<file path="src/rtl/imm_pkg.sv">
// ---------------------------------------------------------------------------
// imm_pkg
// Shared types for the immediate / branch-target unit.
//   fmt_e        : immediate format code reported on out_fmt
//   buf_state_e  : occupancy of the 2-entry output buffer
//   OP_*/...     : RV base opcodes recognised by the decoder
//   dec_entry_t  : one decoded instruction as stored in the buffer. The
//                  imm/target fields are MAX_XLEN wide. A unit built with a
//                  smaller XLEN zero-fills the upper bits.
// ---------------------------------------------------------------------------
package imm_pkg;

    localparam int MAX_XLEN = 64;

    typedef enum logic [2:0] {
        FMT_NONE = 3'd0,
        FMT_R    = 3'd1,
        FMT_I    = 3'd2,
        FMT_S    = 3'd3,
        FMT_B    = 3'd4,
        FMT_U    = 3'd5,
        FMT_J    = 3'd6
    } fmt_e;

    typedef enum logic [1:0] {
        BUF_EMPTY = 2'd0,
        BUF_ONE   = 2'd1,
        BUF_FULL  = 2'd2
    } buf_state_e;

    localparam logic [6:0] OP_IMM = 7'b0010011;
    localparam logic [6:0] LOAD   = 7'b0000011;
    localparam logic [6:0] JALR   = 7'b1100111;
    localparam logic [6:0] SYSTEM = 7'b1110011;
    localparam logic [6:0] STORE  = 7'b0100011;
    localparam logic [6:0] BRANCH = 7'b1100011;
    localparam logic [6:0] LUI    = 7'b0110111;
    localparam logic [6:0] AUIPC  = 7'b0010111;
    localparam logic [6:0] JAL    = 7'b1101111;
    localparam logic [6:0] OP     = 7'b0110011;

    typedef struct packed {
        logic [MAX_XLEN-1:0] imm;
        logic [MAX_XLEN-1:0] target;
        fmt_e                fmt;
        logic                illegal;
    } dec_entry_t;

endpackage

</file>
<file path="src/rtl/imm_decode.sv">
// ---------------------------------------------------------------------------
// imm_decode
// Purely combinational immediate and target decoder.
//   instr : 32-bit instruction word
//   pc    : XLEN-bit PC of instr
//   entry : decoded immediate, target, format and illegal flag
// All arithmetic is done at exactly XLEN bits. Sign extension is a signed
// cast of the assembled field up to XLEN. The target addition wraps
// modulo 2^XLEN.
// ---------------------------------------------------------------------------
module imm_decode
    import imm_pkg::*;
#(
    parameter int XLEN = 32
) (
    input  logic [31:0]     instr,
    input  logic [XLEN-1:0] pc,
    output dec_entry_t      entry
);

    logic [6:0]      opcode;
    logic [2:0]      funct3;
    logic [XLEN-1:0] imm;
    logic [XLEN-1:0] shamt;
    logic [XLEN-1:0] target;
    logic            pc_relative;
    fmt_e            fmt;
    logic            illegal;

    assign opcode = instr[6:0];
    assign funct3 = instr[14:12];

    // RV64 shift amounts carry one extra bit.
    assign shamt = (XLEN == 64) ? XLEN'(instr[25:20]) : XLEN'(instr[24:20]);

    always_comb begin
        imm         = '0;
        fmt         = FMT_NONE;
        illegal     = 1'b0;
        pc_relative = 1'b0;
        case (opcode)
            OP_IMM, LOAD, JALR, SYSTEM: begin
                fmt = FMT_I;
                if (opcode == OP_IMM && (funct3 == 3'b001 || funct3 == 3'b101)) begin
                    imm = shamt;
                end else begin
                    imm = XLEN'($signed(instr[31:20]));
                end
            end
            STORE: begin
                fmt = FMT_S;
                imm = XLEN'($signed({instr[31:25], instr[11:7]}));
            end
            BRANCH: begin
                fmt         = FMT_B;
                imm         = XLEN'($signed({instr[31], instr[7], instr[30:25],
                                             instr[11:8], 1'b0}));
                pc_relative = 1'b1;
            end
            LUI: begin
                fmt = FMT_U;
                imm = XLEN'($signed({instr[31:12], 12'b0}));
            end
            AUIPC: begin
                fmt         = FMT_U;
                imm         = XLEN'($signed({instr[31:12], 12'b0}));
                pc_relative = 1'b1;
            end
            JAL: begin
                fmt         = FMT_J;
                imm         = XLEN'($signed({instr[31], instr[19:12], instr[20],
                                             instr[30:21], 1'b0}));
                pc_relative = 1'b1;
            end
            OP: begin
                fmt = FMT_R;
            end
            default: begin
                illegal = 1'b1;
            end
        endcase
    end

    assign target = pc + (pc_relative ? imm : XLEN'(4));

    always_comb begin
        entry         = '0;
        entry.imm     = MAX_XLEN'(imm);
        entry.target  = MAX_XLEN'(target);
        entry.fmt     = fmt;
        entry.illegal = illegal;
    end

endmodule

</file>
<file path="src/rtl/imm_target_unit.sv">
// ---------------------------------------------------------------------------
// imm_target_unit
// Decode-stage immediate / branch-target unit behind a 2-entry skid buffer.
//   clk, reset        : clock, synchronous active-high reset
//   flush             : drop every buffered entry and any push this cycle
//   in_valid/in_ready : upstream handshake. in_ready comes from a register.
//   in_instr, in_pc   : instruction and its PC
//   out_valid/out_ready : downstream handshake
//   out_imm, out_target, out_fmt, out_illegal : head-of-buffer decode result
//
// Handshake: a transfer happens on a rising edge where valid && ready are
// both high. valid must not depend on ready. Outputs of a valid entry hold
// stable until it is accepted.
//
// Instructions are decoded on entry and stored decoded. Outputs are read
// directly from the head slot, so they are register outputs.
// ---------------------------------------------------------------------------
module imm_target_unit
    import imm_pkg::*;
#(
    parameter int XLEN = 32
) (
    input  logic            clk,
    input  logic            reset,
    input  logic            flush,
    input  logic            in_valid,
    output logic            in_ready,
    input  logic [31:0]     in_instr,
    input  logic [XLEN-1:0] in_pc,
    output logic            out_valid,
    input  logic            out_ready,
    output logic [XLEN-1:0] out_imm,
    output logic [XLEN-1:0] out_target,
    output fmt_e            out_fmt,
    output logic            out_illegal
);

    dec_entry_t decoded;
    dec_entry_t mem [2];
    dec_entry_t head;
    logic       wr_ptr;
    logic       rd_ptr;
    logic       ready_q;
    logic       push;
    logic       pop;
    buf_state_e state;
    buf_state_e state_next;

    imm_decode #(.XLEN(XLEN)) u_decode (
        .instr (in_instr),
        .pc    (in_pc),
        .entry (decoded)
    );

    assign push = in_valid && ready_q;
    assign pop  = out_valid && out_ready;

    // Occupancy state. A push in FULL cannot happen because ready_q is low.
    always_comb begin
        state_next = state;
        case (state)
            BUF_EMPTY: if (push) state_next = BUF_ONE;
            BUF_ONE: begin
                if (push && !pop) state_next = BUF_FULL;
                else if (pop && !push) state_next = BUF_EMPTY;
            end
            BUF_FULL: if (pop) state_next = BUF_ONE;
            default: state_next = BUF_EMPTY;
        endcase
    end

    always_ff @(posedge clk) begin
        if (reset) begin
            state   <= BUF_EMPTY;
            wr_ptr  <= 1'b0;
            rd_ptr  <= 1'b0;
            ready_q <= 1'b1;
            mem[0]  <= '0;
            mem[1]  <= '0;
        end else if (flush) begin
            state   <= BUF_EMPTY;
            wr_ptr  <= 1'b0;
            rd_ptr  <= 1'b0;
            ready_q <= 1'b1;
        end else begin
            if (push) begin
                mem[wr_ptr] <= decoded;
                wr_ptr      <= ~wr_ptr;
            end
            if (pop) begin
                rd_ptr <= ~rd_ptr;
            end
            state   <= state_next;
            // Ready for next cycle is known from the next occupancy.
            ready_q <= (state_next != BUF_FULL);
        end
    end

    assign head        = mem[rd_ptr];
    assign in_ready    = ready_q;
    assign out_valid   = (state != BUF_EMPTY);
    assign out_imm     = head.imm[XLEN-1:0];
    assign out_target  = head.target[XLEN-1:0];
    assign out_fmt     = head.fmt;
    assign out_illegal = head.illegal;

    // Upper halves exist only for the widest configuration.
    if (XLEN < MAX_XLEN) begin : g_narrow
        logic unused_hi;
        assign unused_hi = ^{head.imm[MAX_XLEN-1:XLEN], head.target[MAX_XLEN-1:XLEN]};
    end

endmodule

</file>
<file path="config.mk">
export PLATFORM = sky130hd
export DESIGN_NAME = imm_target_unit
export DESIGN_NICKNAME = d
export VERILOG_FILES = /design/src/rtl/imm_pkg.sv /design/src/rtl/imm_decode.sv /design/src/rtl/imm_target_unit.sv
export SDC_FILE = /design/constraint.sdc
export NUM_CORES = 1
export LEC_CHECK = 0
export BUFFER_PORTS_ARGS = -buffer_cell sky130_fd_sc_hd__buf_4
export CAP_MARGIN = 5
export CORE_MARGIN = 2
export CORE_UTILIZATION = 55
export DETAILED_ROUTE_END_ITERATION = 8
export MAX_ROUTING_LAYER = met4
export PLACE_DENSITY_LB_ADDON = 0.3
export SYNTH_ARGS = -nofsm -noshare
export SYNTH_HDL_FRONTEND = slang
export SYNTH_SLANG_ARGS = --single-unit
</file>
<file path="constraint.sdc">
create_clock -name clk -period 4.29 [get_ports clk]
set_input_delay 0.2145 -clock clk [delete_from_list [all_inputs] [get_ports clk]]
set_output_delay 0.2145 -clock clk [all_outputs]
set_load 0.05 [all_outputs]
</file>
==> results of run 1 <==
cell usage after synthesis (10+ instances only):
library cell    n  area, um^2
mux2_2         68       765.7
inv_1          11       41.29
clkbuf_1       22       82.58
o21ai_0        23       115.1
nand4_1        13       81.33
xnor2_1        17       148.9
nor2_1        161       604.3
edfxtp_1      136        4084
nor3_1         10       50.05
xor2_1         13       113.9
ha_1           31       387.9
and2_1         26       162.7
nand2_1        38       142.6
a21oi_1        60       300.3
state kept, by name (all words and copies together) (netlist names), named ones only:
signal	cells
mem	136
wr_ptr	1
state	2
rd_ptr	1
in_ready	1
per-layer routing:
layer | vias to the layer above | part of all wire, %
met5 | - | 0
met4 | 0 | 2.3
met3 | 36 | 6.3
met2 | 285 | 47
met1 | 3114 | 44
li1 | 3054 | -
worst paths after layout:
kind,end,from
max,mem[1][34],in_instr[2]
min,state[1],out_ready
max reg2reg,mem[0][24],in_ready
min reg2reg,rd_ptr,rd_ptr
cells in the final DEF, fill, tap and decap left out, types with 3 or more instances in the layout:
| cell type | Yosys | final |
|---|---|---|
| nand2b_1 | 7 | 5 |
| o21ai_0 | 23 | 23 |
| nand2_1 | 38 | 38 |
| a211o_1 | 4 | 4 |
| a21o_1 | 9 | 9 |
| o211ai_1 | 3 | 3 |
| a211oi_1 | 4 | 4 |
| o21a_1 | 5 | 5 |
| o22ai_1 | 3 | 3 |
| nand4_1 | 13 | 13 |
| buf_4 | 0 | 146 |
| dfxtp_1 | 6 | 5 |
| nor2b_1 | 7 | 7 |
| a221oi_1 | 3 | 3 |
| and2_1 | 26 | 26 |
| mux2_2 | 68 | 68 |
| nor3_1 | 10 | 10 |
| xnor2_1 | 17 | 17 |
| xor2_1 | 13 | 13 |
| a22oi_1 | 5 | 5 |
| nand3_1 | 9 | 9 |
| or2_2 | 5 | 5 |
| inv_1 | 11 | 11 |
| clkbuf_1 | 22 | 4 |
| nor3b_1 | 4 | 4 |
| or3_1 | 4 | 4 |
| clkbuf_16 | 0 | 17 |
| nor2_1 | 161 | 161 |
| edfxtp_1 | 136 | 136 |
| a21oi_1 | 60 | 60 |
| o21bai_1 | 4 | 4 |
| ha_1 | 31 | 31 |
| o21ai_1 | 3 | 3 |
cell families after synthesis:
| logic type | Yosys count |
|---|---|
| other | 1 |
| DFF | 142 |
| buffers and inverters | 48 |
| xor gates and xnor gates | 31 |
| muxes | 68 |
| adders and majority gates | 32 |
| AOI/OAI and AO/OA | 147 |
| and+or+nand+nor | 299 |
area by class of cell:
type                            count  share of cell area (%)
Clock buffer                       21                   4.407
Clock inverter                      8                  0.9389
Inverter                           11                  0.4131
Multi-Input combinational cell    578                   38.50
Sequential cell                   142                   42.08
Tap cell                          184                   2.303
Timing Repair Buffer              149                   11.37
through the flow:
stage / worst slack, ns / util (%)
6_report: 0.5139 / 68.51
5_1_grt: 0.2743 / 68.51
3_5_place_dp: 0.1838 / 64.71
2_1_floorplan: 0.7869 / -
3_3_place_gp: 0.3498 / 64.71
4_1_cts: 0.5520 / 68.51
where the power goes:
group | switching, W | leakage, nW | internal (W)
logic | 0.000334 | 2.28 | 0.000176
registers | 0.0000164 | 1.48 | 0.00158
clock network | 0.000532 | 0.258 | 0.000840
==> flow_summary.toml, run 1 <==
[worst_setup_path]
reg2reg_slack_ns = 1.39
cp-end-kind = "flip-flop"
required_ns = 4.44
slowest_delay_ns = 0.46
cp_top_family = "compound AO/OA/AOI/OAI gates"
critical_path_arrival_ns = 3.92
crit_type = "in -> reg"
cp-start-kind = "input pin"
crit_slowest_cell = "fa_1"
critPathMaxFanout = 7
path_depth = 16
ff2ff_path_depth = 5
path_cells = "buf_4 > and4bb_4 > inv_1 > nor2_1 > a21oi_1 > o22ai_1 > a22oi_1 > or2_2 > fa_1 > and2b_1 > o211ai_2 > a31o_4 > o311ai_2 > a21oi_1 > xor2_1 > nor2_1"
critPathBufInv = 2

[sta]
max_freq_mhz = 264.8
layout_worst_path_cycle_share_pct = 88.02
slew_headroom_pct = 44.91
tns_ns = 0
finalSetupViolCount = 0
min_period_ns = 3.776
worst_pin_slew_ns = 0.8264
slew_violations = 0
hold_viol = 0
skew_ns = 0.006526
fin_hold_ws_ns = 0.02504
grt_setup_unrepaired = "false"

[job]
cap_violations = 0

[clocking]
path_clk_slew_ns = 0.06
insertion_delay_ns = 0.42
cts_tree = "done"
postCtsHoldBufs = 2
cts_repair_resize_count = 0
postCtsSetupBuffers = 0
cts_buffers = 17
cts.path.max_buffers = 2
h-tree-depth = 4
cts_root_buf = "clkbuf_16"
clock_sinks = 142

[yosys]
yosysSeqAreaShare_pct = 50.99
synth_fa_ha_area_share_pct = 4.948
synthXorXnorAreaFrac_pct = 3.384
ys_seq_elements = 142
async_reset_ff_share_pct = 0
synth-simple-area-share_pct = 17.07
syn_nets = 869
ys.flop_type = "edfxtp_1"
synth_compound_area_share_pct = 11.85
synth.mux.area_fraction_pct = 9.288
yosysWarningCount = 0
synth_cells = 768
synth.distinct_cells = 68
synth_edf_count = 136
netlist_area_um2 = 8244
synth.avg_cell_area_um2 = 10.73
synth_top_family_by_area = "simple AND/OR/NAND/NOR gates"

[global_route]
grt.met3_usage_pct = 4.850
antenna_found_initial = 0
grtUsageMet1_pct = 37.48
grt.total_usage_pct = 27.43
grt_first_pass_wirelength_mm = 33.13
grt_max_degree = 65
top_usage_layer = "met2"
met2_usage_pct = 41.87
grt_overflow = 0
grt_pass1_vias = 6219

[final_layout]
areaGrowthSynthToFinish_pct = 21.23
multiInputGateArea_um2 = 3847
fillCellCount = 1100
regArea_um2 = 4205
final_area_um2 = 9995
insertedDiodeCount = 0
final_cells = 1093
final_layout_size_suffix_gt1_share_pct = 28.82
fin_nets = 1000

[place]
hpwl_mm = 15.04
place_inst = 1062
dpl_cell_area_um2 = 9440
place.gp.congestion = 0.9195
port_buffers = 138

[power]
vdd_drop_max_mv = 0.2473
leakage_nw = 4.017
power_w = 0.003477
p_per_area_nw_per_um2 = 347.9

[floorplan]
ioPinCount = 139
die_h_um = 126.4
initial_core_util_pct = 56.51
dieArea_um2 = 15980
rows = 44
core_um2 = 14590
die_w_um = 126.4

[route]
via_per_inst = 5.937
route.detailed.drc = 0
ant_nets = 0
vias = 6489
first_pass_iters = 5
drt_first_iter_violations = 517
drt-total-wl_mm = 21.12
wire_per_inst_um = 19.32

[worst_hold_path]
hold_depth = 2
hp-class = "in -> reg"

[outcome]
outcome = "completed"
Power figures use the tool's default switching activity.
==> run 2: changes to the inputs <==
Settings changed: CORE_UTILIZATION 55 to 35.
==> run 2 against run 1 <==
Against the previous run: sequential cell count did not move; cell area rose by 3.4%; worst hold slack improved by 0.0057 ns; sequential share of layout area fell by 1.4 points; fmax rose by 5.3%; via count fell by 2.3%; wire length rose by 12%; register-to-register slack improved by 0.35 ns; worst setup slack improved by 0.19 ns; combinational power rose by 3%; critical endpoint is now mem[0][32].
==> flow_summary.toml, run 2 (synthesized netlist as in run 1, its figures left out) <==
[outcome]
outcome = "completed"

[floorplan]
initial_core_util_pct = 35.44
core_um2 = 23260
rows = 56
ioPinCount = 139
die_h_um = 157.5
dieArea_um2 = 24800
die_w_um = 157.5

[worst_hold_path]
hp-class = "in -> reg"

[power]
p_per_area_nw_per_um2 = 362.3
vdd_drop_max_mv = 0.2110
leakage_nw = 4.094
power_w = 0.003744

[sta]
slew_headroom_pct = 47.75
layout_worst_path_cycle_share_pct = 83.57
max_freq_mhz = 278.9
slew_violations = 0
skew_ns = 0.007100
worst_pin_slew_ns = 0.7838
hold_viol = 0
fin_hold_ws_ns = 0.03078
tns_ns = 0
finalSetupViolCount = 0
grt_setup_unrepaired = "false"
min_period_ns = 3.585

[final_layout]
areaGrowthSynthToFinish_pct = 25.38
final_layout_size_suffix_gt1_share_pct = 30.00
fillCellCount = 2221
layout_commonest_cell = "nor2_1"
largest_reg_flops = 136
largestRegisters = "mem (136), state (2)"
insertedDiodeCount = 0
largest_register = "mem"
final_area_um2 = 10340
fin_nets = 1008
final_cell_mix = "161 x nor2_1, 153 x buf_4, 136 x edfxtp_1"

[worst_setup_path]
cp-end-kind = "flip-flop"
cp-start-kind = "input pin"
critical_path_arrival_ns = 3.73
crit_type = "in -> reg"
critPathMaxFanout = 12
required_ns = 4.43

[route]
wire_per_inst_um = 19.10
first_pass_iters = 5
ant_nets = 0
vias = 6339
via_per_inst = 5.116
drt_first_iter_violations = 586
route.detailed.drc = 0
drt-total-wl_mm = 23.67

[clocking]
clock_sinks = 142
insertion_delay_ns = 0.42
h-tree-depth = 4
path_clk_slew_ns = 0.06
cts_buffers = 17
cts_root_buf = "clkbuf_16"
cts_tree = "done"
cts.path.max_buffers = 2

[global_route]
grt_max_degree = 69
grt_first_pass_wirelength_mm = 36.11
grt_pass1_vias = 6139
antenna_found_initial = 0
grt.total_usage_pct = 20.09
grt_overflow = 0

[place]
dpl_cell_area_um2 = 9662
place.gp.congestion = 0.9387
hpwl_mm = 17.19
port_buffers = 138

[job]
cap_violations = 0
## run 2: cell count changes in the layout (fill, tap and decap cells not counted)
cell           delta
inv_6             +1
clkbuf_1          -3
bufinv_16         +3
clkinv_2          -1
clkinvlp_4        +3
dlygate4sd3_1     +1
buf_4             +7
clkinv_4          +1
clkinv_1          -1
## run 2: worst paths after layout
check         startpoint  cells after the start  slack, ns         end
max reg2reg     in_ready                      5       1.74  mem[0][32]
min            out_ready                      2       0.03    state[1]
min reg2reg       rd_ptr                      2       0.57      rd_ptr
max          in_instr[2]                     14       0.70  mem[0][32]
## run 2: report_power, final
group	leakage (nW)	internal, W	switching (W)
logic	2.32	0.000178	0.000345
registers	1.48	0.00158	0.0000134
clock network	0.301	0.00103	0.000597
total	4.09	0.00279	0.000955
## run 2: final cells by class
type / instances / area, um^2 / share of cell area [%]
sequential: 142 / 4205 / 40.68
multi-input combinational: 578 / 3847 / 37.22
timing repair buffer: 157 / 1199 / 11.60
clock buffer: 18 / 429.2 / 4.152
tap: 319 / 399.1 / 3.862
clock inverter: 14 / 215.2 / 2.082
inverter: 11 / 41.29 / 0.3995
## run 2: repair_timing
action / in CTS / in global routing
endpoints found under the hold margin: 3 / 0
resized for setup: 0 / 0
setup buffers: 0 / 0
hold buffers: 3 / 0
## run 2: layer usage
layer,wire length (um),GRT usage (%),vias to the layer above
li1,-,-,3080
met1,11280,27.90,3029
met2,10820,30.19,203
met3,1128,2.974,27
met4,444,6.623,0
met5,0,-,-
## run 2: worst max-delay path, stage by stage
cell and delay (ns):
buf_4 0.12, and3_1 0.26, nand3b_1 0.22, nor2_1 0.56, a21oi_1 0.23, nor2_1 0.21
ha_1 0.35, a21oi_1 0.25, o21ai_1 0.18, a2111oi_2 0.40, nor3_1 0.14, a211o_1 0.26
nor3_1 0.24, nor3b_1 0.08
## run 2: metrics by stage
step | utilization [%] | instances | worst slack, ns
after floorplan | - | 768 | 0.7869
after global placement | 41.53 | 1204 | 0.3280
after detailed placement | 41.53 | 1204 | 0.3408
after CTS | 44.43 | 1239 | 0.7751
after global routing | 44.43 | 1239 | 0.4028
final | 44.43 | 1239 | 0.7046
